## config.mk

```make
export PLATFORM = sky130hd
export DESIGN_NAME = ds_scan_ctrl
export DESIGN_NICKNAME = d
export VERILOG_FILES = /design/src/rtl/ds_scan_ctrl.sv
export SDC_FILE = /design/constraint.sdc
export NUM_CORES = 1
export LEC_CHECK = 0
export BUFFER_PORTS_ARGS = -buffer_cell sky130_fd_sc_hd__buf_2
export CAP_MARGIN = 5
export CORE_AREA = 2 2 93 95
export CTS_CLUSTER_SIZE = 14
export DETAILED_ROUTE_END_ITERATION = 8
export DIE_AREA = 0 0 95 97
export PLACE_DENSITY = 0.44
export SLEW_MARGIN = 20
export SYNTH_ARGS = -nofsm -noshare
export SYNTH_HDL_FRONTEND = slang
export SYNTH_SLANG_ARGS = --single-unit
```

## constraint.sdc

```tcl
create_clock -name clk -period 2 [get_ports clk]
set_clock_uncertainty 0.2 [all_clocks]
set_input_delay 0.2 -clock clk [delete_from_list [all_inputs] [get_ports clk]]
set_output_delay 0.2 -clock clk [all_outputs]
set_load 0.005 [all_outputs]
```

## src/rtl/ds_scan_ctrl.sv

```systemverilog
// Frame-scan sequencer for the downscale datapath: raster source reads, power-of-two
// decimation keep flags aligned to the BRAM read latency, and destination write control.
module ds_scan_ctrl #(
    parameter int SRC_W_LOG2 = 8,
    parameter int SRC_H_LOG2 = 8,
    parameter int BRAM_LAT   = 1
) (
    input  logic                             clk,
    input  logic                             rst_n,
    input  logic                             start,
    input  logic [1:0]                       scale_sel,
    input  logic                             out_ready,
    output logic [SRC_W_LOG2+SRC_H_LOG2-1:0] src_addr,
    output logic                             src_rd_en,
    output logic [SRC_W_LOG2+SRC_H_LOG2-1:0] dst_addr,
    output logic                             dst_we,
    output logic                             busy,
    output logic                             done
);

    localparam int AW = SRC_W_LOG2 + SRC_H_LOG2;
    localparam int DW = (BRAM_LAT > 1) ? $clog2(BRAM_LAT) : 1;

    typedef enum logic [1:0] {IDLE, RUN, DRAIN, DONE} state_t;

    state_t                state, state_nxt;
    logic [SRC_W_LOG2-1:0] x;
    logic [SRC_H_LOG2-1:0] y;
    logic [1:0]            k_lat;
    logic [AW-1:0]         dst_cnt;
    logic [DW-1:0]         drain_cnt;
    logic [BRAM_LAT-1:0]   vld_p;
    logic                  keep_p0;
    logic                  adv;
    logic                  frame_last;
    logic                  drain_last;

    // Keep one pixel per 2^k x 2^k block: the top-left one.
    function automatic logic keep_pixel(input logic [2:0] px, input logic [2:0] py,
                                        input logic [1:0] k);
        logic [2:0] mask;
        mask = 3'((4'd1 << k) - 4'd1);
        return ((px & mask) == 3'd0) && ((py & mask) == 3'd0);
    endfunction

    assign adv        = out_ready && ((state == RUN) || (state == DRAIN));
    assign frame_last = (&x) && (&y);
    assign drain_last = (drain_cnt == DW'(BRAM_LAT - 1));
    assign keep_p0    = (state == RUN) && keep_pixel(x[2:0], y[2:0], k_lat);

    always_ff @(posedge clk or negedge rst_n) begin
        if (!rst_n) state <= IDLE;
        else        state <= state_nxt;
    end

    always_comb begin
        state_nxt = state;
        case (state)
            IDLE:    if (start) state_nxt = RUN;
            RUN:     if (out_ready && frame_last) state_nxt = DRAIN;
            DRAIN:   if (out_ready && drain_last) state_nxt = DONE;
            DONE:    state_nxt = IDLE;
            default: state_nxt = IDLE;
        endcase
    end

    always_comb begin
        src_rd_en = 1'b0;
        busy      = 1'b0;
        done      = 1'b0;
        case (state)
            RUN: begin
                src_rd_en = out_ready;
                busy      = 1'b1;
            end
            DRAIN:   busy = 1'b1;
            DONE:    done = 1'b1;
            default: ;
        endcase
    end

    // Stage p0: raster position of the address being issued this cycle.
    always_ff @(posedge clk or negedge rst_n) begin
        if (!rst_n) begin
            x     <= '0;
            y     <= '0;
            k_lat <= 2'd0;
        end else if ((state == IDLE) && start) begin
            x     <= '0;
            y     <= '0;
            k_lat <= scale_sel;
        end else if ((state == RUN) && out_ready) begin
            x <= x + 1'b1;
            if (&x) y <= y + 1'b1;
        end
    end

    always_ff @(posedge clk or negedge rst_n) begin
        if (!rst_n)                           drain_cnt <= '0;
        else if ((state == DRAIN) && out_ready) drain_cnt <= drain_last ? '0 : drain_cnt + 1'b1;
    end

    // Stages p1..pLAT: keep flag tracks the BRAM read, advancing only when the sink accepts.
    always_ff @(posedge clk or negedge rst_n) begin
        if (!rst_n)   vld_p <= '0;
        else if (adv) vld_p <= BRAM_LAT'({vld_p, keep_p0});
    end

    always_ff @(posedge clk or negedge rst_n) begin
        if (!rst_n)                      dst_cnt <= '0;
        else if ((state == IDLE) && start) dst_cnt <= '0;
        else if (dst_we)                 dst_cnt <= dst_cnt + 1'b1;
    end

    assign src_addr = {y, x};
    assign dst_addr = dst_cnt;
    assign dst_we   = vld_p[BRAM_LAT-1] & adv;

endmodule

```

==> key figures <==
Outcome
  – Outcome: complete, but fails checks
  – Failing checks: negative setup slack

Yosys
  – Biggest area consumer among synthesized cells: dfrtp_1
  – Synth Area in Compound Gates: 9.69%
  – Cells after Synth: 201
  – Main combinational cell family by area after synthesis: simple AND/OR/NAND/NOR gates
  – Synth unique cells: 33
  – Synth area leaders: dfrtp_1, ha_1, nand2_1, xnor2_1, xor2_1
  – Xor/xnor cell area share of the yosys netlist: 8.25%
  – Seq cells post-synth: 37
  – Register area share after synthesis: 48.5%
  – Yosys top cell area share: 48.5%
  – Synth Area per Inst: 9.51 µm²
  – Synth Net Count: 214
  – Yosys warnings: 0
  – Adder-Cell Fraction of Synth Area: 4.58%
  – Synth Area in Simple Gates: 25.5%
  – Post-synthesis mux area share: 0.589%
  – Post-Syn Area: 1910 µm²

Timing
  – Worst hold slack: 0.0708 ns
  – Worst Tran Pin Value: 0.421 ns
  – Max-slew violations: 0
  – Peak Freq: 0.479 GHz
  – Final Cycle Share: 104%
  – Final worst slack: -0.0875 ns
  – Final setup viols: 2
  – Max_slew headroom: 71.9%
  – Min Tclk post-route: 2.09 ns
  – Final hold viol count: 0
  – Setup repair after global routing missed its margin: true

Worst setup path
  – Worst path required time: 1.98 ns
  – Reg2Reg Launch Point: x[3]
  – Worst Path Arrival: 2.06 ns
  – Worst Setup SP: x[3]
  – Crit start category: flop
  – Setup Crit Path Kind: reg2reg
  – Critical Path End Type: flop
  – Max Fanout on Critical Path: 2

GRT
  – Remaining global-route overflow: 0
  – Initial antenna violation count: 0
  – Wire length of the first global-routing pass: 9020 µm
  – Largest net degree at the start of global routing: 29
  – Vias in the first global route: 1,796
  – Total GRT Usage: 12.5%

Final layout
  – Share of cells above drive strength 1: 41.1%
  – Layout area overhead: 49.6%
  – Area of the multi-input gates: 1010 µm²
  – Final instance area: 2860 µm²
  – Fill cells: 856
  – Antenna cells: 0
  – Final layout net count: 311
  – Fin util: 35.1%
  – Sequential cell area: 926 µm²

Clock tree
  – Reg clk slew, reported paths: 0.08 ns
  – Clk_lat worst skew: 0.29 ns
  – Clk root buf: clkbuf_8
  – Num CTS Buffers: 5
  – TritonCTS clock tree: done
  – H-tree Lvls: 2
  – CTS Sinks: 37
  – CTS max path bufs: 2

Power
  – Lkg Pwr: 1.36 nW
  – Peak supply drop: 0.000276 V
  – Total power: 2.23 mW
  – Power per cell area: 780 nW/µm²

Floorplan
  – Chip Width: 95 µm
  – Die Ht: 97 µm
  – Die Area: 9220 µm²
  – Num rows: 33
  – I/O Pins: 42
  – Core Region: 8130 µm²
  – Initial core utilization: 23.5%

Routing
  – Remaining DRCs: 0
  – Number of vias per cell: 4.63
  – DR WL/cell: 13.6 µm
  – 1st-pass router iterations: 4
  – Via count: 1,869
  – Total wire length: 5510 µm
  – ANT nets after route: 0
  – Iter 0 DRT Violations: 69

Place
  – Setup WS pre-CTS: -0.0451 ns
  – Placed cell area: 2580 µm²
  – GPL Wtd Cong: 0.758
  – Detailed Place HPWL: 3990 µm
  – PortBufs: 41

Job
  – Max_cap viols: 0

Hold path
  – Worst Hold Class: in2reg
  – Hold path start: start
## path summary, 6_finish.rpt
check                      slack [ns]           to  cells past startpoint
max                             -0.09     state[1]                      4
min                              0.07     k_lat[1]                      4
max reg2reg                     -0.09     state[1]                      4
min reg2reg                      0.29     k_lat[0]                      2
max in group asynchronous        0.92  dst_addr[1]                      3
min in group asynchronous        0.15         x[0]                      2
## state kept, by name (all words and copies together), names as in the netlist
name      count
x             8
k_lat         2
y             8
vld_p         1
dst_addr     16
state         2
## synth_stat cells
cell	instances
nor3_1	1
and2_0	1
and3_1	1
xnor2_1	9
nand2b_1	1
or3_2	1
a222oi_1	1
a21oi_1	13
or4_1	7
and2_1	1
ha_1	7
clkinv_1	1
o21ai_0	8
a2bb2oi_1	1
dfrtp_1	37
nor2_1	19
and4_2	1
o21a_1	1
mux2_1	1
nand4_1	8
o31ai_1	6
nand4_2	1
nor4_1	5
or2_2	1
inv_1	7
buf_4	1
nand2_1	22
and4_1	3
o41ai_1	1
clkbuf_1	5
nand3_1	15
or3_1	5
xor2_1	9
## logic make-up after synthesis
| logic type | Yosys count |
|---|---|
| AOI/OAI and AO/OA | 31 |
| and+or+nand+nor | 93 |
| DFF | 37 |
| xor gates and xnor gates | 18 |
| muxes | 1 |
| adders and majority gates | 7 |
| buffers and inverters | 14 |
## cell usage in the layout (no fill, tap or decap), drive strengths merged
master,count
a222oi,1
a21oi,13
clkinvlp,1
clkbuf,7
o31ai,6
or3,6
a2bb2oi,1
o21ai,8
inv,7
xnor2,9
nand4,9
nor2,19
or4,7
nor3,1
dlygate4sd3,3
nand2b,1
buf,93
nand3,15
ha,7
clkinv,1
nand2,22
mux2,1
or2,1
dfrtp,37
and4,4
and3,1
o21a,1
xor2,9
o41ai,1
and2,2
nor4,5
## stage by stage
| step | TNS (ns) | cells |
|---|---|---|
| after floorplan | -0.161 | 201 |
| after global placement | -0.0220 | 384 |
| after detailed placement | -0.0887 | 384 |
| after CTS | -0.0719 | 398 |
| after global routing | -0.584 | 404 |
| final | -0.0897 | 404 |
## layer usage
layer	vias to the layer above	track usage, %	part of all wire (%)
met5	-	0	0
met4	0	4.35	1.2
met3	4	2.41	3.3
met2	34	20.3	49
met1	916	16.6	47
li1	915	-	-
## where the power goes
part	internal, mW	total, mW	switching (mW)
clock	0.312	0.582	0.270
combinational	0.345	0.683	0.337
sequential	0.866	0.965	0.0990
## critical path: stages, from the launching register on
cell	delay (ns)
dfrtp_1	0.37
nand4_2	0.14
or4_4	0.56
a222oi_1	0.35
mux2_1	0.36
## area by class of cell
cell class              instances  area share [%]
inverters                       8            1.18
multi-input cells             150            35.3
repair buffers                 96            23.0
clock inverters                 1           0.175
flip-flops and latches         37            32.4
well taps                     105            4.60
clock buffers                   7            3.37
## what timing repair did
action                                 4_1_cts  5_1_grt
setup buffers                                3        6
pin swaps                                    0        4
endpoints found under the hold margin       39        0
setup endpoints to repair                    7       13
hold buffers                                 3        0
gates resized for setup                      3       16
Power figures use the tool's default switching activity.
